==> src/rtl/seg7_pkg.sv <==
// Shared definitions for the 7-segment loopback decoder: segment codes,
// FSM state encoding and the display counter's successor function.
package seg7_pkg;

  localparam logic [7:0] SEG_0     = 8'h3F;
  localparam logic [7:0] SEG_1     = 8'h06;
  localparam logic [7:0] SEG_2     = 8'h3B;
  localparam logic [7:0] SEG_2_ALT = 8'h5B;
  localparam logic [7:0] SEG_3     = 8'hFF;
  localparam logic [7:0] SEG_3_ALT = 8'h4F;
  localparam logic [7:0] SEG_4     = 8'h66;
  localparam logic [7:0] SEG_5     = 8'h6D;
  localparam logic [7:0] SEG_6     = 8'h7D;
  localparam logic [7:0] SEG_7     = 8'h07;
  localparam logic [7:0] SEG_8     = 8'h7F;
  localparam logic [7:0] SEG_9     = 8'h6F;
  localparam logic [7:0] SEG_BLANK = 8'h00;

  typedef enum logic [1:0] {
    ST_IDLE = 2'd0,
    ST_ACQ  = 2'd1,
    ST_LOCK = 2'd2
  } state_e;

  // Next digit the display counter shows after x, wrapping at max_d.
  function automatic logic [3:0] succ(input logic [3:0] x, input logic [3:0] max_d);
    return (x == max_d) ? 4'd0 : x + 4'd1;
  endfunction

endpackage

==> src/rtl/seg7_pattern_decoder_if.sv <==
// Display-bus tap: segment pattern in, decoded digit and lock status out.
interface seg7_pattern_decoder_if #(
  parameter int ERR_CNT_W = 8
);
  logic [7:0]           seg_in;
  logic [3:0]           digit_out;
  logic                 digit_valid;
  logic                 blank;
  logic                 locked;
  logic                 seq_err;
  logic [ERR_CNT_W-1:0] err_cnt;

  modport master (
    output seg_in,
    input  digit_out, digit_valid, blank, locked, seq_err, err_cnt
  );

  modport slave (
    input  seg_in,
    output digit_out, digit_valid, blank, locked, seq_err, err_cnt
  );
endinterface

==> src/rtl/seg7_code_decode.sv <==
// Combinational lookup from a full 8-bit segment pattern (dp included)
// to {valid, blank, digit}; anything not in the code set is invalid.
module seg7_code_decode
  import seg7_pkg::*;
(
  input  logic [7:0] seg_in,
  output logic       valid,
  output logic       blank,
  output logic [3:0] digit
);

  always_comb begin
    valid = 1'b1;
    blank = 1'b0;
    digit = 4'd0;
    case (seg_in)
      SEG_0:            digit = 4'd0;
      SEG_1:            digit = 4'd1;
      SEG_2, SEG_2_ALT: digit = 4'd2;
      SEG_3, SEG_3_ALT: digit = 4'd3;
      SEG_4:            digit = 4'd4;
      SEG_5:            digit = 4'd5;
      SEG_6:            digit = 4'd6;
      SEG_7:            digit = 4'd7;
      SEG_8:            digit = 4'd8;
      SEG_9:            digit = 4'd9;
      SEG_BLANK: begin
        valid = 1'b0;
        blank = 1'b1;
      end
      default:          valid = 1'b0;
    endcase
  end

endmodule

==> src/rtl/seg7_pattern_decoder.sv <==
// Loopback monitor for the one-digit display: decodes each sampled pattern
// and checks it follows the 0..MAX_DIGIT wrap sequence.
//
// state   | meaning
// IDLE    | no sequence reference; waiting for any valid digit
// ACQ     | one digit seen; waiting for its successor to confirm lock
// LOCK    | sequence tracked; mismatches counted, ERR_LIMIT in a row drops lock
module seg7_pattern_decoder
  import seg7_pkg::*;
#(
  parameter int MAX_DIGIT = 3,
  parameter int ERR_LIMIT = 3,
  parameter int ERR_CNT_W = 8
) (
  input  logic                   w_clk_1s,
  input  logic                   w_rst,
  seg7_pattern_decoder_if.slave  bus
);

  localparam int                MISS_W    = $clog2(ERR_LIMIT + 1);
  localparam logic [3:0]        MAX_D     = 4'(MAX_DIGIT);
  localparam logic [MISS_W-1:0] MISS_LAST = MISS_W'(ERR_LIMIT - 1);

  logic       dec_valid;
  logic       dec_blank;
  logic [3:0] dec_digit;

  state_e               state_q,       state_d;
  logic [3:0]           expected_q,    expected_d;
  logic [MISS_W-1:0]    miss_q,        miss_d;
  logic [3:0]           digit_out_q,   digit_out_d;
  logic                 digit_valid_q, digit_valid_d;
  logic                 blank_q,       blank_d;
  logic                 locked_q,      locked_d;
  logic                 seq_err_q,     seq_err_d;
  logic [ERR_CNT_W-1:0] err_cnt_q,     err_cnt_d;

  seg7_code_decode u_code_decode (
    .seg_in (bus.seg_in),
    .valid  (dec_valid),
    .blank  (dec_blank),
    .digit  (dec_digit)
  );

  always_comb begin
    state_d       = state_q;
    expected_d    = expected_q;
    miss_d        = miss_q;
    digit_out_d   = dec_valid ? dec_digit : digit_out_q;
    digit_valid_d = dec_valid;
    blank_d       = dec_blank;
    seq_err_d     = 1'b0;
    err_cnt_d     = err_cnt_q;

    case (state_q)
      ST_IDLE: begin
        if (dec_valid) begin
          state_d    = ST_ACQ;
          expected_d = succ(dec_digit, MAX_D);
        end
      end
      ST_ACQ: begin
        if (dec_valid) begin
          expected_d = succ(dec_digit, MAX_D);
          if (dec_digit == expected_q) begin
            state_d = ST_LOCK;
            miss_d  = '0;
          end
        end else begin
          state_d = ST_IDLE;
        end
      end
      ST_LOCK: begin
        // A blank is a deliberate display clear, not a fault.
        if (dec_blank) begin
          state_d = ST_IDLE;
          miss_d  = '0;
        end else if (dec_valid && (dec_digit == expected_q) && (dec_digit <= MAX_D)) begin
          expected_d = succ(dec_digit, MAX_D);
          miss_d     = '0;
        end else begin
          seq_err_d = 1'b1;
          if (err_cnt_q != '1) err_cnt_d = err_cnt_q + ERR_CNT_W'(1);
          expected_d = dec_valid ? succ(dec_digit, MAX_D) : succ(expected_q, MAX_D);
          if (miss_q == MISS_LAST) begin
            state_d = ST_IDLE;
            miss_d  = '0;
          end else begin
            miss_d = miss_q + MISS_W'(1);
          end
        end
      end
      default: state_d = ST_IDLE;
    endcase

    locked_d = (state_d == ST_LOCK);
  end

  always_ff @(posedge w_clk_1s or negedge w_rst) begin
    if (!w_rst) begin
      state_q       <= ST_IDLE;
      expected_q    <= 4'd0;
      miss_q        <= '0;
      digit_out_q   <= 4'd0;
      digit_valid_q <= 1'b0;
      blank_q       <= 1'b0;
      locked_q      <= 1'b0;
      seq_err_q     <= 1'b0;
      err_cnt_q     <= '0;
    end else begin
      state_q       <= state_d;
      expected_q    <= expected_d;
      miss_q        <= miss_d;
      digit_out_q   <= digit_out_d;
      digit_valid_q <= digit_valid_d;
      blank_q       <= blank_d;
      locked_q      <= locked_d;
      seq_err_q     <= seq_err_d;
      err_cnt_q     <= err_cnt_d;
    end
  end

  assign bus.digit_out   = digit_out_q;
  assign bus.digit_valid = digit_valid_q;
  assign bus.blank       = blank_q;
  assign bus.locked      = locked_q;
  assign bus.seq_err     = seq_err_q;
  assign bus.err_cnt     = err_cnt_q;

endmodule

==> src/flat_wrapper.sv <==
// flat-port wrapper written by rule: the top's interface ports become plain ports
module seg7_pattern_decoder_flat import seg7_pkg::*;
#(
  parameter int MAX_DIGIT = 3,
  parameter int ERR_LIMIT = 3,
  parameter int ERR_CNT_W = 8
)
  (w_clk_1s, w_rst, bus_seg_in, bus_digit_out, bus_digit_valid, bus_blank, bus_locked, bus_seq_err, bus_err_cnt);
  seg7_pattern_decoder_if #(.ERR_CNT_W(ERR_CNT_W)) bus_i ();
  input  logic w_clk_1s;
  input  logic w_rst;
  input wire logic [$bits(bus_i.seg_in)-1:0] bus_seg_in;
  output wire logic [$bits(bus_i.digit_out)-1:0] bus_digit_out;
  output wire logic [$bits(bus_i.digit_valid)-1:0] bus_digit_valid;
  output wire logic [$bits(bus_i.blank)-1:0] bus_blank;
  output wire logic [$bits(bus_i.locked)-1:0] bus_locked;
  output wire logic [$bits(bus_i.seq_err)-1:0] bus_seq_err;
  output wire logic [$bits(bus_i.err_cnt)-1:0] bus_err_cnt;
  assign bus_i.seg_in = bus_seg_in;
  assign bus_digit_out = bus_i.digit_out;
  assign bus_digit_valid = bus_i.digit_valid;
  assign bus_blank = bus_i.blank;
  assign bus_locked = bus_i.locked;
  assign bus_seq_err = bus_i.seq_err;
  assign bus_err_cnt = bus_i.err_cnt;
  seg7_pattern_decoder #(.MAX_DIGIT(MAX_DIGIT), .ERR_LIMIT(ERR_LIMIT), .ERR_CNT_W(ERR_CNT_W)) u_core (.w_clk_1s(w_clk_1s), .w_rst(w_rst), .bus(bus_i));
endmodule
==> config.mk <==
export PLATFORM = sky130hd
export DESIGN_NAME = seg7_pattern_decoder_flat
export DESIGN_NICKNAME = d
export VERILOG_FILES = /design/src/rtl/seg7_pkg.sv /design/src/rtl/seg7_pattern_decoder_if.sv /design/src/rtl/seg7_code_decode.sv /design/src/rtl/seg7_pattern_decoder.sv /design/src/flat_wrapper.sv
export SDC_FILE = /design/constraint.sdc
export NUM_CORES = 1
export LEC_CHECK = 0
export CORE_ASPECT_RATIO = 0.75
export CORE_MARGIN = 3
export CORE_UTILIZATION = 45
export DETAILED_ROUTE_END_ITERATION = 6
export PLACE_DENSITY = 0.68
export RECOVER_POWER = 50
export SLEW_MARGIN = 20
export SYNTH_ARGS = -nofsm -noshare
export SYNTH_HDL_FRONTEND = slang
export SYNTH_SLANG_ARGS = --single-unit
==> constraint.sdc <==
create_clock -name w_clk_1s -period 2.2 [get_ports w_clk_1s]
set_input_delay 0.44 -clock w_clk_1s [delete_from_list [all_inputs] [get_ports w_clk_1s]]
set_output_delay 0.44 -clock w_clk_1s [all_outputs]
set_load 0.05 [all_outputs]
==> impl_metrics.json <==
{
  "outcome": "finished with violations",
  "violations": "negative setup slack",
  "final-max-slew-violation-count": 0,
  "worstPathRequired_ns": 2.39,
  "timing.final.crit_share_pct": 106,
  "drc": 0,
  "period_needed_ns": 2.34,
  "crit_type": "in2reg",
  "fmax_ghz": 0.427,
  "arrival_ns": 2.54,
  "nNetsFinal": 275,
  "synth_cell_types": 55,
  "p_leak_nw": 1.21,
  "fp.dieW_um": 77.5,
  "cts_buffers": 3,
  "rows": 18,
  "cpMaxStageDelayCell": "o221ai_4",
  "ys_ff_latch": 24,
  "seq_area_frac_synth_pct": 34.9,
  "cts_tree": "built",
  "wirelength_mm": 4.69,
  "vias": 1694,
  "synth_warnings": 0,
  "dp_hpwl_mm": 3.67,
  "endpoint_kind": "register",
  "clkTransAtPathRegs_ns": 0.08,
  "pin_count": 26,
  "clockBufferDepth": 2,
  "ant_nets": 0,
  "grt_pass1_vias": 1739,
  "fp.dieArea_mm2": 0.00461,
  "initial_utilization_pct": 49.7,
  "fillers": 278,
  "drt-initial-drc-count": 83,
  "hold_path_class": "reg2reg",
  "critPathLaunchType": "input pin",
  "drt-pass1-iter-count": 4,
  "cts_sinks": 24,
  "wl_per_cell_um": 15.3,
  "slowest_delay_ns": 0.33,
  "netlist_instances": 184,
  "setup_tns_ns": -1.24,
  "synthesis.nets": 201,
  "drv_cap": 0,
  "gp_congestion": 0.928,
  "portBuffers": 25,
  "n_antenna_cell": 0,
  "rsz0062_at_grt": "yes",
  "synth_ff_type": "dfrtp_1",
  "core_mm2": 0.00347,
  "area_delta_synth_final_pct": 46.2,
  "cts_root_buf": "clkbuf_8",
  "drive_gt1_share_pct": 38.9,
  "synth_edf_count": 0,
  "grt_usage_pct": 21.6,
  "hold_viol": 0,
  "fin_ws_ns": -0.142,
  "critPathMostFrequentCell": "buf_4",
  "antenna_found_initial": 0,
  "crit_chain": "buf_2 > buf_4 > and3_4 > o211ai_1 > buf_4 > a21boi_2 > o211a_4 > o221ai_4 > o21ai_4 > buf_6 > nor3_2 > xor2_1",
  "maxSlewHeadroom_pct": 13.5,
  "final_cell_area_mm2": 0.00252,
  "finalSetupViolations": 12,
  "p_total_w": 0.00134,
  "crit_fanout": 6,
  "drt-vias-per-instance": 5.52,
  "htreeDepth": 1,
  "grt_max_degree": 25,
  "worst_pin_slew_ns": 1.30,
  "grt_first_pass_wirelength_mm": 7.93,
  "overflow": 0,
  "syn_area_per_cell_um2": 9.36,
  "synth-async-reset-ratio_pct": 100,
  "hold_buffers": 0,
  "finClkSkew_ns": 0.00357,
  "power_density_mw_per_mm2": 532,
  "irDropWorstVdd_v": 0.000494,
  "synth_area_mm2": 0.00172,
  "postPlaceCellArea_mm2": 0.00235,
  "clock_latency_ns": 0.27,
  "die_y_um": 59.6
}
## registers in the layout (all words and copies together), names as in the netlist
| name | flops |
|---|---|
| u_core.expected_q | 4 |
| u_core.state_q | 2 |
| u_core.bus.seq_err | 1 |
| u_core.bus.err_cnt | 8 |
| u_core.bus.locked | 1 |
| u_core.bus.blank | 1 |
| u_core.bus.digit_out | 4 |
| u_core.bus.digit_valid | 1 |
| u_core.miss_q | 2 |
## cell type report
type                    instances  area (µm²)  area share [%]
inverters                      10        37.5            1.49
clock buffers                   4        55.1            2.19
well taps                      50        62.6            2.48
multi-input cells             143        1150            45.5
repair buffers                 76         617            24.5
flip-flops and latches         24         601            23.8
## metrics by stage
step / setup slack (ns) / cells / utilization (%) / hold slack, ns
2_1_floorplan: -0.441 / 184 / - / 0.144
3_3_place_gp: -0.848 / 299 / 67.9 / 0.461
3_5_place_dp: -0.952 / 299 / 67.9 / 0.469
4_1_cts: -0.195 / 305 / 71.6 / 0.499
5_1_grt: -0.217 / 307 / 72.6 / 0.514
6_report: -0.142 / 307 / 72.6 / 0.490
## worst max-delay path: cells and delay by family
kind,cells,cell delay (ns)
AND/OR/NAND/NOR,2,0.35
AO/OA/AOI/OAI,5,1.02
XOR/XNOR,1,0.15
buffers and inverters,4,0.57
## power by group
group | leakage (nW) | switching [W] | internal (W)
combinational | 0.859 | 0.000286 | 0.000219
clock | 0.0288 | 0.000139 | 0.000160
sequential | 0.319 | 0.0000520 | 0.000483
total | 1.21 | 0.000477 | 0.000862
## per-layer routing
| metal | vias to the layer above | track usage, % | share of wire [%] |
|---|---|---|---|
| met5 | - | 0 | 0 |
| met4 | 0 | 5.84 | 0.53 |
| met3 | 5 | 4.71 | 6.7 |
| met2 | 53 | 35.3 | 47 |
| met1 | 831 | 29.2 | 46 |
| li1 | 805 | - | - |
## cell usage after synthesis (all sizes together), types with 3 or more instances
cell	count	area [µm²]
xor2	6	52.6
xnor2	3	26.3
mux2i	5	50.1
dfrtp	24	601
nand3	5	25.0
a21oi	7	50.1
a21o	3	22.5
a21boi	4	37.5
nand2	17	63.8
o21ai	10	61.3
nor3	10	65.1
nand3b	5	37.5
ha	7	87.6
or3b	3	26.3
buf	6	36.3
inv	10	37.5
nor2	18	67.6
o211ai	4	30.0
and3	5	31.3
## cells in the final DEF, fill, tap and decap left out, drive strengths merged, types with 3 or more instances in the layout
| master | count |
|---|---|
| buf | 58 |
| dfrtp | 24 |
| nor2 | 18 |
| nand2 | 17 |
| clkdlybuf4s50 | 16 |
| inv | 10 |
| o21ai | 10 |
| nor3 | 10 |
| ha | 7 |
| a21oi | 7 |
| xor2 | 6 |
| nand3b | 5 |
| mux2i | 5 |
| nand3 | 5 |
| and3 | 5 |
| clkbuf | 5 |
| o211ai | 4 |
| a21boi | 4 |
| xnor2 | 3 |
| a21o | 3 |
| or3b | 3 |
## worst paths after layout
path                                          from                      end  slack [ns]  cells past startpoint
min in group asynchronous                    w_rst     u_core.expected_q[2]        0.99                      2
min                        u_core.bus.digit_out[3]  u_core.bus.digit_out[3]        0.49                      1
min reg2reg                u_core.bus.digit_out[3]  u_core.bus.digit_out[3]        0.49                      1
max in group asynchronous                    w_rst  u_core.bus.digit_out[3]        0.45                      2
max                                  bus_seg_in[3]    u_core.bus.err_cnt[7]       -0.14                     12
max reg2reg                   u_core.expected_q[0]    u_core.bus.err_cnt[4]        0.11                      8
## timing repair
action / CTS / global route
pin swaps: 6 / 7
gates resized for setup: 49 / 17
endpoints found under the setup margin: 23 / 18
buffers inserted: 2 / 2
## kinds of logic after synthesis
family / Yosys count / share of synthesized area, %
AOI/OAI and AO/OA: 43 / 22.0
xor gates and xnor gates: 9 / 4.58
adders and majority gates: 7 / 5.08
buffers and inverters: 17 / 4.50
DFF: 24 / 34.9
muxes: 7 / 4.21
and+or+nand+nor: 77 / 24.8
Power figures use the tool's default switching activity.
